### src/rtl/ccff_prog_seq.sv
// Configuration-chain programming sequencer: pulses pReset, streams CHAIN_LEN
// bitstream bits MSB-first onto the ccff head, then releases the fabric.
module ccff_prog_seq #(
   parameter int DATA_W     = 32,
   parameter int CHAIN_LEN  = 1024,
   parameter int CNT_W      = 16,
   parameter int HALF       = 2,
   parameter int PRESET_CYC = 8,
   parameter int TIMEOUT    = 4096
) (
   input  logic              clk_i,
   input  logic              rst_ni,
   input  logic              start_i,
   input  logic              abort_i,
   input  logic [DATA_W-1:0] word_i,
   input  logic              word_valid_i,
   output logic              word_ready_o,
   output logic              data_o,
   output logic              progclk_o,
   output logic              pReset_o,
   output logic              fpga_rst_o,
   output logic              fpga_clk_en_o,
   input  logic              ccff_tail_i,
   output logic              tail_o,
   output logic              busy_o,
   output logic              done_o,
   output logic              error_o
);

   localparam int PH_W   = $clog2(2*HALF + 1);
   localparam int PRE_W  = $clog2(PRESET_CYC + 1);
   localparam int WAIT_W = $clog2(TIMEOUT + 1);
   localparam int WB_W   = $clog2(DATA_W + 1);

   localparam logic [PH_W-1:0]   PH_LAST   = PH_W'(2*HALF - 1);
   localparam logic [PH_W-1:0]   PH_HIGH   = PH_W'(HALF);
   localparam logic [PRE_W-1:0]  PRE_LAST  = PRE_W'(PRESET_CYC - 1);
   localparam logic [WAIT_W-1:0] WAIT_LAST = WAIT_W'(TIMEOUT - 1);
   localparam logic [WB_W-1:0]   WB_LAST   = WB_W'(DATA_W - 1);
   localparam logic [CNT_W-1:0]  BIT_LAST  = CNT_W'(CHAIN_LEN - 1);

   typedef enum logic [2:0] {
      S_IDLE,
      S_PRESET,
      S_LOAD,
      S_SHIFT,
      S_FINISH,
      S_DONE,
      S_ERROR
   } state_t;

   state_t              state_q, state_d;
   logic [PH_W-1:0]     ph_q, ph_d, ph_inc;
   logic [PRE_W-1:0]    pre_q, pre_d;
   logic [WAIT_W-1:0]   wait_q, wait_d;
   logic [WB_W-1:0]     wbit_q, wbit_d;
   logic [CNT_W-1:0]    bit_q, bit_d;
   logic [DATA_W-1:0]   shreg_q, shreg_d, shifted;

   logic data_d, progclk_d, preset_d, fpga_rst_d, clk_en_d;
   logic ready_d, tail_d, busy_d, done_d, error_d;

   // State, counters and every output are registered from the *_d values below.
   always_ff @(posedge clk_i or negedge rst_ni) begin
      if (!rst_ni) begin
         state_q       <= S_IDLE;
         ph_q          <= '0;
         pre_q         <= '0;
         wait_q        <= '0;
         wbit_q        <= '0;
         bit_q         <= '0;
         shreg_q       <= '0;
         data_o        <= 1'b0;
         progclk_o     <= 1'b0;
         pReset_o      <= 1'b0;
         fpga_rst_o    <= 1'b1;
         fpga_clk_en_o <= 1'b0;
         word_ready_o  <= 1'b0;
         tail_o        <= 1'b0;
         busy_o        <= 1'b0;
         done_o        <= 1'b0;
         error_o       <= 1'b0;
      end else begin
         state_q       <= state_d;
         ph_q          <= ph_d;
         pre_q         <= pre_d;
         wait_q        <= wait_d;
         wbit_q        <= wbit_d;
         bit_q         <= bit_d;
         shreg_q       <= shreg_d;
         data_o        <= data_d;
         progclk_o     <= progclk_d;
         pReset_o      <= preset_d;
         fpga_rst_o    <= fpga_rst_d;
         fpga_clk_en_o <= clk_en_d;
         word_ready_o  <= ready_d;
         tail_o        <= tail_d;
         busy_o        <= busy_d;
         done_o        <= done_d;
         error_o       <= error_d;
      end
   end

   // Next-state and next-output logic; abort overrides everything including start.
   always_comb begin
      state_d    = state_q;
      ph_d       = ph_q;
      pre_d      = pre_q;
      wait_d     = wait_q;
      wbit_d     = wbit_q;
      bit_d      = bit_q;
      shreg_d    = shreg_q;
      data_d     = data_o;
      progclk_d  = progclk_o;
      preset_d   = pReset_o;
      fpga_rst_d = fpga_rst_o;
      clk_en_d   = fpga_clk_en_o;
      ready_d    = word_ready_o;
      tail_d     = tail_o;
      busy_d     = busy_o;
      done_d     = done_o;
      error_d    = error_o;
      shifted    = shreg_q << 1;
      ph_inc     = ph_q + PH_W'(1);

      if (abort_i) begin
         state_d    = S_IDLE;
         ph_d       = '0;
         pre_d      = '0;
         wait_d     = '0;
         wbit_d     = '0;
         bit_d      = '0;
         shreg_d    = '0;
         data_d     = 1'b0;
         progclk_d  = 1'b0;
         preset_d   = 1'b0;
         fpga_rst_d = 1'b1;
         clk_en_d   = 1'b0;
         ready_d    = 1'b0;
         tail_d     = 1'b0;
         busy_d     = 1'b0;
         done_d     = 1'b0;
         error_d    = 1'b0;
      end else begin
         case (state_q)
            S_IDLE, S_DONE, S_ERROR: begin
               if (start_i) begin
                  state_d    = S_PRESET;
                  ph_d       = '0;
                  pre_d      = '0;
                  wait_d     = '0;
                  wbit_d     = '0;
                  bit_d      = '0;
                  shreg_d    = '0;
                  data_d     = 1'b0;
                  progclk_d  = 1'b0;
                  preset_d   = 1'b1;
                  fpga_rst_d = 1'b1;
                  clk_en_d   = 1'b0;
                  ready_d    = 1'b0;
                  busy_d     = 1'b1;
                  done_d     = 1'b0;
                  error_d    = 1'b0;
               end
            end

            S_PRESET: begin
               if (pre_q == PRE_LAST) begin
                  state_d  = S_LOAD;
                  pre_d    = '0;
                  wait_d   = '0;
                  preset_d = 1'b0;
                  ready_d  = 1'b1;
               end else begin
                  pre_d = pre_q + PRE_W'(1);
               end
            end

            // The first bit is placed on data_o in the same edge that accepts the word.
            S_LOAD: begin
               if (word_valid_i && word_ready_o) begin
                  state_d   = S_SHIFT;
                  shreg_d   = word_i;
                  data_d    = word_i[DATA_W-1];
                  progclk_d = 1'b0;
                  ready_d   = 1'b0;
                  ph_d      = '0;
                  wbit_d    = '0;
                  wait_d    = '0;
               end else if (wait_q == WAIT_LAST) begin
                  state_d   = S_ERROR;
                  wait_d    = '0;
                  ready_d   = 1'b0;
                  progclk_d = 1'b0;
                  error_d   = 1'b1;
                  busy_d    = 1'b0;
                  fpga_rst_d = 1'b1;
                  clk_en_d  = 1'b0;
               end else begin
                  wait_d = wait_q + WAIT_W'(1);
               end
            end

            S_SHIFT: begin
               if (ph_q == PH_LAST) begin
                  shreg_d   = shifted;
                  bit_d     = bit_q + CNT_W'(1);
                  wbit_d    = wbit_q + WB_W'(1);
                  ph_d      = '0;
                  progclk_d = 1'b0;
                  if (bit_q == BIT_LAST) begin
                     state_d = S_FINISH;
                     data_d  = 1'b0;
                  end else if (wbit_q == WB_LAST) begin
                     state_d = S_LOAD;
                     wbit_d  = '0;
                     wait_d  = '0;
                     ready_d = 1'b1;
                  end else begin
                     data_d = shifted[DATA_W-1];
                  end
               end else begin
                  ph_d      = ph_inc;
                  progclk_d = (ph_inc >= PH_HIGH);
                  if (ph_inc == PH_HIGH) begin
                     tail_d = ccff_tail_i;
                  end
               end
            end

            // One idle progclk period before the fabric is let go.
            S_FINISH: begin
               progclk_d = 1'b0;
               data_d    = 1'b0;
               if (ph_q == PH_LAST) begin
                  state_d    = S_DONE;
                  ph_d       = '0;
                  fpga_rst_d = 1'b0;
                  clk_en_d   = 1'b1;
                  done_d     = 1'b1;
                  busy_d     = 1'b0;
               end else begin
                  ph_d = ph_inc;
               end
            end

            default: begin
               state_d = S_IDLE;
            end
         endcase
      end
   end

endmodule

### config.mk
export PLATFORM = sky130hd
export DESIGN_NAME = ccff_prog_seq
export DESIGN_NICKNAME = d
export VERILOG_FILES = /design/src/rtl/ccff_prog_seq.sv
export SDC_FILE = /design/constraint.sdc
export NUM_CORES = 1
export LEC_CHECK = 0
export CORE_ASPECT_RATIO = 0.9
export CORE_MARGIN = 5
export CORE_UTILIZATION = 60
export DETAILED_ROUTE_END_ITERATION = 6
export GPL_TIMING_DRIVEN = 0
export PLACE_DENSITY = 0.84
export SETUP_SLACK_MARGIN = 0.05
export SYNTH_ARGS = -nofsm -noshare
export SYNTH_HDL_FRONTEND = slang
export SYNTH_SLANG_ARGS = --single-unit
### constraint.sdc
create_clock -name clk_i -period 6.8 [get_ports clk_i]
set_input_delay 0.68 -clock clk_i [delete_from_list [all_inputs] [get_ports clk_i]]
set_output_delay 0.68 -clock clk_i [all_outputs]
set_load 0.005 [all_outputs]
==> flow_summary.toml <==
[floorplanning]
die_y_um = 93.4
initial_utilization_pct = 61.4
placementRows = 30
coreArea_mm2 = 0.00754
die_w_um = 103
die-area_mm2 = 0.00959
io_pins = 48

[sta]
hold_viol = 0
fmax_ghz = 0.352
fin_crit_sh_pct = 41.7
slew_headroom_pct = 24.3
clock-skew-final_ps = 7.30
final_max_slew_viol_count = 0
setup_viol = 0
fin_setup_tns_ps = 0
rsz0062_at_grt = "no"
period_needed_ps = 2840
worstMarginPinSlew_ps = 1130

[setup_path]
critPathKind = "input pin to flip-flop"
crit_buf_inv = 3
worstPathRequired_ps = 7020
slowest_stage = "a211oi_1"
crit_arrival_ps = 3060
cp_cell_sequence = "clkdlybuf4s50_1, nand2_1, a211oi_1, a211oi_1, or2_1, buf_2, buf_2, o21ai_0"
critical_path.top_delay_family = "compound AO/OA/AOI/OAI gates"
cpPeakStageDelay_ps = 920
start_kind = "input pin"
critPathMaxFanout = 10
cp-end-kind = "flip-flop"

[grt]
grt_pass1_wl_mm = 19.0
antenna_found_initial = 0
grt_usage_pct = 24.5
grt_overflow = 0
grt_max_degree = 61
grt_pass1_vias = 4101

[route]
totalWireLength_mm = 11.1
ant_nets = 0
vias_per_cell = 6.27
post-route-drc-count = 0
wl_per_cell_um = 16.8
vias = 4165
drtPass1Iterations = 5
drt-initial-drc-count = 233

[cells_and_area]
antenna_cells = 0
finish.utilization_pct = 71.8
finalNetCount = 609
fillers = 570
area_delta_synth_final_pct = 16.9
layout-drive-gt1-share_pct = 7.92

[power]
peakVddDrop_v = 0.000161
internal_power_w = 0.000924
power_frac_comb_pct = 37.1
p_sw_share_pct = 37.9
pwr-share-clk_pct = 22.1
pwr_density_cell_mw_per_mm2 = 275
power.switching_w = 0.000564
p_leak_nw = 2.23
p_seq_share_pct = 40.9

[yosys]
synthFlopType = "dfrtp_1"
synth_area_leaders = "dfrtp_1, o21ai_0, a22oi_1"
yosysUniqueCellTypes = 65
ys_seq_area_share_pct = 46.5
synth_top_area_share_pct = 45.9
syn_inst = 505
synth-seq-cells = 86
yosysTopAreaCell = "dfrtp_1"
synth_edf_count = 0
async_flop_share_pct = 100
syn_area_mm2 = 0.00464
synth_common_cells = "o21ai_0, dfrtp_1, nand2_1, a22oi_1, nor2_1"
syn_area_per_cell_um2 = 9.18
post-synth-top-count-cell = "o21ai_0"
syn_nets = 551
synth_warnings = 0

[clock_network]
cts_hold_buf = 0
cts_max_level = 3
cts_resized = 0
cts_buffers = 9
cts_setup_buffers = 0
clock_path_buffers = 2
cts_tree = "yes"
root_buffer = "clkbuf_8"
clock-sinks = 86
insertion_delay_ps = 360
cts.reportedPaths.clkPinSlew_ps = 80

[placed_design]
gp_congestion = 0.893
port_buffers = 46
dp_hpwl_mm = 7.98

[run_status]
status = "complete, no violations"

[run]
max_cap_viol_count = 0

[min_path]
min_path_type = "input pin to asynchronous set/reset pin"
-- layer usage --
metal / share of wire, % / vias up / global-route usage (%)
met5: 0 / - / 0
met1: 44 / 2023 / 33.2
met3: 5.7 / 9 / 5.15
met4: 0.68 / 0 / 5.46
met2: 50 / 130 / 40.3
li1: - / 2003 / -
-- layout by cell type (no fill, tap or decap), types with 8 or more instances in the layout --
cell and count:
o21ai_0 97, nor2_1 28, a21oi_1 16, inv_1 15, nand2_1 41, ha_1 8
clkbuf_8 11, clkbuf_1 20, buf_2 12, clkdlybuf4s50_1 45, o31ai_1 9, a22oi_1 30
dfrtp_1 85, o41ai_1 8, nand3_1 15, a31oi_1 14
-- final timing paths --
kind	to	startpoint	slack, ps	cells past startpoint
min in group clk_i	fpga_rst_o	fpga_rst_o	460	2
min reg2reg	fpga_rst_o	fpga_rst_o	460	2
min	wait_q[9]	rst_ni	230	1
max reg2reg	shreg_q[11]	state_q[0]	4130	8
max	shreg_q[11]	word_valid_i	3960	8
max in group asynchronous	shreg_q[21]	rst_ni	5960	2
-- state kept, by name, summed over array words and instances (netlist names) --
register,flops
state_q,3
error_o,1
fpga_clk_en_o,1
bit_q,16
fpga_rst_o,1
ph_q,3
progclk_o,1
wait_q,13
shreg_q,31
pReset_o,1
wbit_q,6
busy_o,1
word_ready_o,1
data_o,1
done_o,1
pre_q,4
tail_o,1
-- cell type report --
cell class,instances,area (um2),share of cell area (%)
multi-input cells,368,2250,41.6
flip-flops and latches,86,2150,39.7
repair buffers,47,485,8.96
plain buffers,36,173,3.19
clock buffers,13,159,2.93
well taps,96,120,2.22
inverters,15,56.3,1.04
clock inverters,3,20.0,0.369
-- power by group through the flow --
| stage | logic, W | registers (W) | clock network [W] |
|---|---|---|---|
| after CTS | 0.000542 | 0.000607 | 0.000336 |
| after global placement | 0.000521 | 0.000613 | 0 |
| after detailed placement | 0.000540 | 0.000617 | 0 |
| after floorplan | 0.000376 | 0.000607 | 0 |
| final | 0.000552 | 0.000608 | 0.000329 |
| after global routing | 0.000606 | 0.000616 | 0.000360 |
-- cells by family (layout without fill, tap and decap cells) --
kind of cell / after synthesis / after routing / share of synthesized area (%)
adders and majority gates: 9 / 9 / 2.38
xor gates and xnor gates: 1 / 1 / 0.189
buffers and inverters: 51 / 114 / 4.94
muxes: 6 / 6 / 1.46
DFF: 86 / 86 / 46.5
and+or+nand+nor: 143 / 143 / 16.3
AOI/OAI and AO/OA: 209 / 209 / 28.3
-- stage by stage --
stage          worst slack, ps  std cells  area (um2)  total power, W  hold WS, ps
2_1_floorplan             4510        505        4640        0.000983          384
3_3_place_gp              1950        647        5220         0.00113          446
3_5_place_dp              3650        648        5240         0.00116          454
4_1_cts                   4010        664        5420         0.00149          238
5_1_grt                   3760        664        5420         0.00158          245
6_report                  3960        664        5420         0.00149          230
No activity file was read; power rests on OpenSTA's default activity.
